$ cat config.mk
export PLATFORM = sky130hd
export DESIGN_NAME = wb_sram_ctrl_flat
export DESIGN_NICKNAME = d
export VERILOG_FILES = /design/src/rtl/wb_sram_ctrl_pkg.sv /design/src/rtl/wb_sram_ctrl_if.sv /design/src/rtl/wb_burst_addr.sv /design/src/rtl/wb_sram_ctrl.sv /design/src/flat_wrapper.sv
export SDC_FILE = /design/constraint.sdc
export NUM_CORES = 1
export LEC_CHECK = 0
export ABC_AREA = 1
export CORE_MARGIN = 4
export CORE_UTILIZATION = 44
export DETAILED_ROUTE_END_ITERATION = 16
export PLACE_DENSITY = 0.8
export SYNTH_ARGS = -nofsm -noshare
export SYNTH_HDL_FRONTEND = slang
export SYNTH_SLANG_ARGS = --single-unit
$ cat constraint.sdc
create_clock -name i_clk -period 2 [get_ports i_clk]
set_input_delay 0.6 -clock i_clk [delete_from_list [all_inputs] [get_ports i_clk]]
set_output_delay 0.6 -clock i_clk [all_outputs]
set_load 0.01 [all_outputs]
$ cat src/rtl/wb_sram_ctrl_pkg.sv
// Shared types and constants for the Wishbone-to-SRAM controller.
// Bus widths normally come from the project-wide config; defaults keep this slice self-contained.
`ifndef WB_ADDR_W
`define WB_ADDR_W 24
`endif
`ifndef RW
`define RW 16
`endif

package wb_sram_ctrl_pkg;

  typedef enum logic [1:0] {
    ST_IDLE   = 2'd0,
    ST_ACCESS = 2'd1,
    ST_RESP   = 2'd2
  } state_t;

  localparam int BEAT_W = 4;
  localparam int CNT_W  = 3;

  localparam logic [BEAT_W-1:0] BEATS_8 = 4'd8;
  localparam logic [BEAT_W-1:0] BEATS_4 = 4'd4;
  localparam logic [BEAT_W-1:0] BEATS_1 = 4'd1;

  // Beat count requested by the burst bits; 8-burst wins if both are set,
  // but that combination is rejected as an error before it is ever used.
  function automatic logic [BEAT_W-1:0] burst_beats(input logic b8, input logic b4);
    if (b8) return BEATS_8;
    if (b4) return BEATS_4;
    return BEATS_1;
  endfunction

endpackage

$ cat src/rtl/wb_sram_ctrl_if.sv
// Wishbone slave-side bundle for the SRAM controller.
// Handshake: a request is valid while cyc & stb are high; the controller is
// ready only in IDLE, so the request is taken at the first edge it sees it there.
// Each beat completes with a one-cycle ack; a rejected request completes with a
// single one-cycle err instead. Dropping cyc abandons the transfer silently.
interface wb_sram_ctrl_if;
  logic                  i_wb_cyc;
  logic                  i_wb_stb;
  logic [`WB_ADDR_W-1:0] i_wb_adr;
  logic [`RW-1:0]        i_wb_dat;
  logic                  i_wb_we;
  logic [1:0]            i_wb_sel;
  logic                  i_wb_8_burst;
  logic                  i_wb_4_burst;
  logic [`RW-1:0]        o_wb_dat;
  logic                  o_wb_ack;
  logic                  o_wb_err;

  modport master (
    output i_wb_cyc, i_wb_stb, i_wb_adr, i_wb_dat, i_wb_we, i_wb_sel,
           i_wb_8_burst, i_wb_4_burst,
    input  o_wb_dat, o_wb_ack, o_wb_err
  );

  modport slave (
    input  i_wb_cyc, i_wb_stb, i_wb_adr, i_wb_dat, i_wb_we, i_wb_sel,
           i_wb_8_burst, i_wb_4_burst,
    output o_wb_dat, o_wb_ack, o_wb_err
  );
endinterface

$ cat src/rtl/wb_burst_addr.sv
// Beat counter and wrapping burst address. The increment wraps inside the
// aligned 8- or 4-word block so a line fill can start at the critical word.
module wb_burst_addr
  import wb_sram_ctrl_pkg::*;
#(
  parameter int MEM_ADDR_W = 16
) (
  input  logic                  i_clk,
  input  logic                  i_rst,
  input  logic                  i_load,
  input  logic [MEM_ADDR_W-1:0] i_adr,
  input  logic [BEAT_W-1:0]     i_beats,
  input  logic                  i_step,
  output logic [MEM_ADDR_W-1:0] o_adr,
  output logic                  o_last
);

  logic [MEM_ADDR_W-1:0] adr_q;
  logic [MEM_ADDR_W-1:0] wrap_mask_q;
  logic [MEM_ADDR_W-1:0] adr_inc;
  logic [BEAT_W-1:0]     beats_q;

  assign adr_inc = adr_q + MEM_ADDR_W'(1);
  assign o_adr   = adr_q;
  assign o_last  = (beats_q <= BEAT_W'(1));

  // Load a new transfer, or advance one beat with the low bits wrapping under the mask.
  always_ff @(posedge i_clk) begin
    if (i_rst) begin
      adr_q       <= '0;
      wrap_mask_q <= '0;
      beats_q     <= '0;
    end else if (i_load) begin
      adr_q       <= i_adr;
      wrap_mask_q <= MEM_ADDR_W'(i_beats - BEAT_W'(1));
      beats_q     <= i_beats;
    end else if (i_step) begin
      adr_q   <= (adr_q & ~wrap_mask_q) | (adr_inc & wrap_mask_q);
      beats_q <= beats_q - BEAT_W'(1);
    end
  end

endmodule

$ cat src/rtl/wb_sram_ctrl.sv
// Wishbone slave driving an asynchronous SRAM with a programmable number of
// extra access cycles per beat and wrapping 4/8-beat read bursts.
module wb_sram_ctrl
  import wb_sram_ctrl_pkg::*;
#(
  parameter int WAIT_CYC   = 1,
  parameter int MEM_ADDR_W = 16
) (
  input  logic                  i_clk,
  input  logic                  i_rst,
  wb_sram_ctrl_if.slave         wb,
  output logic [MEM_ADDR_W-1:0] o_mem_adr,
  output logic [`RW-1:0]        o_mem_dat,
  input  logic [`RW-1:0]        i_mem_dat,
  output logic                  o_mem_oe,
  output logic                  o_mem_we,
  output logic [1:0]            o_mem_be,
  output state_t                o_dbg_state
);

  state_t state_q, state_d;

  logic                  we_q;
  logic [`RW-1:0]        mem_dat_q;
  logic [1:0]            be_q;
  logic [`RW-1:0]        rdat_q;
  logic                  ack_q, err_q;
  logic [CNT_W-1:0]      cnt_q;

  logic                  ack_d, err_d;
  logic                  accept, cnt_load, cnt_dec, capture, step;
  logic                  req_valid, req_bad;
  logic [`WB_ADDR_W-1:0] adr_hi;
  logic                  burst_last;

  assign req_valid = wb.i_wb_cyc & wb.i_wb_stb;
  // Any address bit above the SRAM window makes the request out of range.
  assign adr_hi    = wb.i_wb_adr >> MEM_ADDR_W;
  assign req_bad   = (|adr_hi)
                   | ((wb.i_wb_8_burst | wb.i_wb_4_burst) & wb.i_wb_we)
                   | (wb.i_wb_8_burst & wb.i_wb_4_burst);

  wb_burst_addr #(
    .MEM_ADDR_W (MEM_ADDR_W)
  ) u_burst_addr (
    .i_clk   (i_clk),
    .i_rst   (i_rst),
    .i_load  (accept),
    .i_adr   (wb.i_wb_adr[MEM_ADDR_W-1:0]),
    .i_beats (burst_beats(wb.i_wb_8_burst, wb.i_wb_4_burst)),
    .i_step  (step),
    .o_adr   (o_mem_adr),
    .o_last  (burst_last)
  );

  // State register.
  always_ff @(posedge i_clk) begin
    if (i_rst) state_q <= ST_IDLE;
    else       state_q <= state_d;
  end

  // Next-state and per-cycle control strobes.
  always_comb begin
    state_d  = state_q;
    ack_d    = 1'b0;
    err_d    = 1'b0;
    accept   = 1'b0;
    cnt_load = 1'b0;
    cnt_dec  = 1'b0;
    capture  = 1'b0;
    step     = 1'b0;
    unique case (state_q)
      ST_IDLE: begin
        if (req_valid) begin
          if (req_bad) begin
            err_d   = 1'b1;
            state_d = ST_RESP;
          end else begin
            accept   = 1'b1;
            cnt_load = 1'b1;
            state_d  = ST_ACCESS;
          end
        end
      end
      ST_ACCESS: begin
        if (!wb.i_wb_cyc) begin
          state_d = ST_IDLE;
        end else if (cnt_q == '0) begin
          capture = ~we_q;
          ack_d   = 1'b1;
          state_d = ST_RESP;
        end else begin
          cnt_dec = 1'b1;
        end
      end
      ST_RESP: begin
        if (!wb.i_wb_cyc || err_q || burst_last) begin
          state_d = ST_IDLE;
        end else begin
          step     = 1'b1;
          cnt_load = 1'b1;
          state_d  = ST_ACCESS;
        end
      end
      default: state_d = ST_IDLE;
    endcase
  end

  // Request registers, wait counter, read-data capture and registered responses.
  always_ff @(posedge i_clk) begin
    if (i_rst) begin
      we_q      <= 1'b0;
      mem_dat_q <= '0;
      be_q      <= '0;
      rdat_q    <= '0;
      ack_q     <= 1'b0;
      err_q     <= 1'b0;
      cnt_q     <= '0;
    end else begin
      ack_q <= ack_d;
      err_q <= err_d;
      if (accept) begin
        we_q      <= wb.i_wb_we;
        mem_dat_q <= wb.i_wb_dat;
        be_q      <= wb.i_wb_sel;
      end
      if (cnt_load)     cnt_q <= CNT_W'(WAIT_CYC);
      else if (cnt_dec) cnt_q <= cnt_q - CNT_W'(1);
      if (capture) rdat_q <= i_mem_dat;
    end
  end

  // SRAM strobes follow the ACCESS state; a dropped cyc masks any pending response.
  assign o_mem_oe    = (state_q == ST_ACCESS) & ~we_q;
  assign o_mem_we    = (state_q == ST_ACCESS) &  we_q;
  assign o_mem_dat   = mem_dat_q;
  assign o_mem_be    = be_q;
  assign wb.o_wb_dat = rdat_q;
  assign wb.o_wb_ack = ack_q & wb.i_wb_cyc;
  assign wb.o_wb_err = err_q & wb.i_wb_cyc;
  assign o_dbg_state = state_q;

endmodule
$ cat src/flat_wrapper.sv
// flat-port wrapper written by rule: the top's interface ports become plain ports
module wb_sram_ctrl_flat import wb_sram_ctrl_pkg::*;
#(
  parameter int WAIT_CYC   = 1,
  parameter int MEM_ADDR_W = 16
)
  (i_clk, i_rst, o_mem_adr, o_mem_dat, i_mem_dat, o_mem_oe, o_mem_we, o_mem_be, o_dbg_state, wb_i_wb_cyc, wb_i_wb_stb, wb_i_wb_adr, wb_i_wb_dat, wb_i_wb_we, wb_i_wb_sel, wb_i_wb_8_burst, wb_i_wb_4_burst, wb_o_wb_dat, wb_o_wb_ack, wb_o_wb_err);
  wb_sram_ctrl_if wb_i ();
  input  logic i_clk;
  input  logic i_rst;
  output logic [MEM_ADDR_W-1:0] o_mem_adr;
  output logic [`RW-1:0] o_mem_dat;
  input  logic [`RW-1:0] i_mem_dat;
  output logic o_mem_oe;
  output logic o_mem_we;
  output logic [1:0] o_mem_be;
  output state_t o_dbg_state;
  input wire logic [$bits(wb_i.i_wb_cyc)-1:0] wb_i_wb_cyc;
  input wire logic [$bits(wb_i.i_wb_stb)-1:0] wb_i_wb_stb;
  input wire logic [$bits(wb_i.i_wb_adr)-1:0] wb_i_wb_adr;
  input wire logic [$bits(wb_i.i_wb_dat)-1:0] wb_i_wb_dat;
  input wire logic [$bits(wb_i.i_wb_we)-1:0] wb_i_wb_we;
  input wire logic [$bits(wb_i.i_wb_sel)-1:0] wb_i_wb_sel;
  input wire logic [$bits(wb_i.i_wb_8_burst)-1:0] wb_i_wb_8_burst;
  input wire logic [$bits(wb_i.i_wb_4_burst)-1:0] wb_i_wb_4_burst;
  output wire logic [$bits(wb_i.o_wb_dat)-1:0] wb_o_wb_dat;
  output wire logic [$bits(wb_i.o_wb_ack)-1:0] wb_o_wb_ack;
  output wire logic [$bits(wb_i.o_wb_err)-1:0] wb_o_wb_err;
  assign wb_i.i_wb_cyc = wb_i_wb_cyc;
  assign wb_i.i_wb_stb = wb_i_wb_stb;
  assign wb_i.i_wb_adr = wb_i_wb_adr;
  assign wb_i.i_wb_dat = wb_i_wb_dat;
  assign wb_i.i_wb_we = wb_i_wb_we;
  assign wb_i.i_wb_sel = wb_i_wb_sel;
  assign wb_i.i_wb_8_burst = wb_i_wb_8_burst;
  assign wb_i.i_wb_4_burst = wb_i_wb_4_burst;
  assign wb_o_wb_dat = wb_i.o_wb_dat;
  assign wb_o_wb_ack = wb_i.o_wb_ack;
  assign wb_o_wb_err = wb_i.o_wb_err;
  wb_sram_ctrl #(.WAIT_CYC(WAIT_CYC), .MEM_ADDR_W(MEM_ADDR_W)) u_core (.i_clk(i_clk), .i_rst(i_rst), .wb(wb_i), .o_mem_adr(o_mem_adr), .o_mem_dat(o_mem_dat), .i_mem_dat(i_mem_dat), .o_mem_oe(o_mem_oe), .o_mem_we(o_mem_we), .o_mem_be(o_mem_be), .o_dbg_state(o_dbg_state));
endmodule
==> flow_metrics.env <==
export IMPL_drive_above_1_share_pct=11.8
export IMPL_hold_path_class="reg2reg"
export IMPL_gr_total_overflow=0
export IMPL_fin_worst_skew_ps=6.93
export IMPL_clockBufferDepth=2
export IMPL_grt_pass1_wl_um=15000
export IMPL_critPathBufInv=1
export IMPL_antenna_left=0
export IMPL_cts_sinks=66
export IMPL_tightest_slew_ps=405
export IMPL_routed_via_density=4.88
export IMPL_cts_buffers=9
export IMPL_start_util_pct=46.3
export IMPL_combPwrFrac_pct=8.0
export IMPL_cp_cell_sequence="clkdlybuf4s50_1"
export IMPL_max_slew_margin_pct=72.8
export IMPL_gp_congestion=0.984
export IMPL_end_kind="output pin"
export IMPL_synthArstFlopShare_pct=0
export IMPL_whs_endpoint="u_core.o_mem_dat[14]$_SDFFE_PP0P_"
export IMPL_grt_pass1_vias=3340
export IMPL_ctsRootBufferMaster="clkbuf_8"
export IMPL_cap_violations=0
export IMPL_cp_top_family="buffers and inverters"
export IMPL_clkPwrFrac_pct=45.0
export IMPL_io_pins=121
export IMPL_r2r_start="u_core.u_burst_addr.beats_q[0]$_SDFFE_PP0P_"
export IMPL_ys_warn_count=0
export IMPL_clkTransAtPathRegs_ps=80
export IMPL_synth_area_top_cells="dfxtp_1, nor2_1, nand2_1"
export IMPL_cpPeakStageDelay_ps=580
export IMPL_slew_violations=0
export IMPL_slowest_stage="clkdlybuf4s50_1"
export IMPL_hp_start="u_core.o_mem_dat[14]$_SDFFE_PP0P_"
export IMPL_grt_setup_unrepaired="no"
export IMPL_netlist_area_leader_share_pct=41.1
export IMPL_drtIter0Drc=163
export IMPL_status="finished, final reports clean"
export IMPL_cts_tree="built"
export IMPL_fin_total_pwr_mw=2.80
export IMPL_syn_area_mm2=0.00322
export IMPL_clock_latency_ps=350
export IMPL_syn_avg_cell_area_um2=7.04
export IMPL_r2r_setup_slack_ps=180
export IMPL_antenna_found_initial=0
export IMPL_synthMuxAreaShare_pct=0
export IMPL_hold_depth=2
export IMPL_nets=668
export IMPL_syn_num_nets=528
export IMPL_setup_viol=0
export IMPL_synth_enable_flop_cells=0
export IMPL_hold_viol=0
export IMPL_cp_max_fo=6
export IMPL_area_delta_synth_final_pct=52.4
export IMPL_die_h_um=93.5
export IMPL_yosysUniqueCellTypes=34
export IMPL_p_leak_nw=2.06
export IMPL_routed_via_count=3406
export IMPL_yosys_area_top_type="dfxtp_1"
export IMPL_synth_compound_gate_area_share_pct=14.3
export IMPL_dp_hpwl_um=6760
export IMPL_synth_xor_area_share_pct=1.63
export IMPL_num_rows=30
export IMPL_start_kind="flop"
export IMPL_fin_crit_sh_pct=97.4
export IMPL_h_tree_depth=3
export IMPL_p_switching_mw=0.631
export IMPL_place_port_buffers=120
export IMPL_max_freq_ghz=0.513
export IMPL_cp_required_ps=1400
export IMPL_ys_ff_latch=66
export IMPL_setup_worst_path_class="reg2out"
export IMPL_seqPwrFrac_pct=47.0
export IMPL_synth_top_family_by_area="simple AND/OR/NAND/NOR gates"
export IMPL_vdd_drop_max_v=0.000456
export IMPL_wire_per_inst_um=12.8
export IMPL_synth_simple_area_share_pct=32.3
export IMPL_syn_inst=457
export IMPL_core_area_mm2=0.00694
export IMPL_setup_tns_ps=0
export IMPL_dr_pass1_iters=5
export IMPL_fp_dieW_um=93.5
export IMPL_swShare_pct=22.5
export IMPL_synth_ff_type="dfxtp_1"
export IMPL_yosysSeqAreaShare_pct=41.1
export IMPL_synthAdderAreaFrac_pct=2.33
export IMPL_fin_crit_ps=1950
export IMPL_grt_max_degree=38
export IMPL_drc=0
export IMPL_worstPathArrival_ps=1350
export IMPL_grtUsageTotal_pct=21.2
export IMPL_power_per_cell_area_mw_per_mm2=572
export IMPL_reg2reg_depth=10
export IMPL_wirelength_um=8910
export IMPL_n_antenna_cell=0
export IMPL_post_cts_buffers=0
export IMPL_internal_power_mw=2.17
export IMPL_dieArea_mm2=0.00875
## synthesized netlist by cell type, drive strengths merged, types with 2 or more instances
cell type    n
buf         10
nand2       79
nor2       111
nor3         6
a31oi        4
nand4        6
a21oi       16
a211oi       2
clkbuf       6
inv         47
o21ai       59
o211ai       2
nand3       26
nand3b       2
xor2         5
dfxtp       66
ha           6
## cell type report
cell class / instances / area [µm²]
fillers: 547 / 2040
repair buffers: 145 / 1420
multi-input cells: 327 / 1630
flip-flops and latches: 66 / 1330
clock buffers: 9 / 124
well taps: 96 / 120
inverters: 48 / 181
clock inverters: 7 / 101
## worst max-delay path by stage
| stage | startpoint | end | slack [ps] | cells past startpoint |
|---|---|---|---|---|
| floorplan | wb_i_wb_adr[23] | flop | 350 | 8 |
| global placement | wb_i_wb_cyc | wb_o_wb_err | -350 | 4 |
| detailed placement | wb_i_wb_cyc | wb_o_wb_ack | -360 | 4 |
| CTS | u_core.o_dbg_state[0]$_SDFFE_PP0P_ | o_dbg_state[0] | 20 | 2 |
| global route | flop | o_mem_adr[8] | 2 | 1 |
| finish | flop | o_mem_adr[8] | 50 | 1 |
## power by group through the flow
stage	combinational, mW	sequential [mW]	clock (mW)
detailed placement	0.224	1.35	0
finish	0.224	1.32	1.26
global route	0.243	1.32	1.35
floorplan	0.0603	1.35	0
global placement	0.222	1.35	0
CTS	0.225	1.32	1.29
## per-stage QoR
stage	instance area, µm²	util, %	hold WS, ps	setup WS [ps]	std cells
finish	4900	70.6	483	52.0	698
global route	4900	70.6	508	2.17	698
CTS	4900	70.5	487	19.7	698
detailed placement	4680	67.4	471	-364	682
global placement	4680	67.4	463	-349	682
floorplan	3220	-	478	351	457
## cells by family after synthesis
logic type / Yosys count
XOR/XNOR: 6
AND/OR/NAND/NOR: 231
AO/OA/AOI/OAI: 84
buffers and inverters: 64
adder cells (fa/ha/maj): 6
flip-flops: 66
## per-layer routing
metal  GRT usage [%]  part of all wire (%)  up-vias
met1            23.7                    40     1510
met4            5.37                   1.3        0
met2            36.6                    48      136
met3            9.65                    10       15
met5               0                     0        -
li1                -                     -     1745
## repair_timing
item,4_1_cts,5_1_grt
setup endpoints to repair,5,5
resized for setup,6,5
hold buffers,0,0
## cell usage in the layout, fill, tap and decap left out, types with 4 or more instances in the layout
cell type        count
nor3_1               4
o21ai_1             36
dfxtp_2              5
clkbuf_8             9
nand3_1             23
nand4_1              4
inv_1               44
a21oi_1             15
buf_4               22
nand2_1             76
nor2_2               4
ha_1                 6
dlygate4sd2_1        5
a31oi_1              4
nor2_1             105
o21ai_0             21
clkdlybuf4s50_1    114
dfxtp_1             61
xor2_1               5
Note: power is estimated with default switching activity, not from simulation.
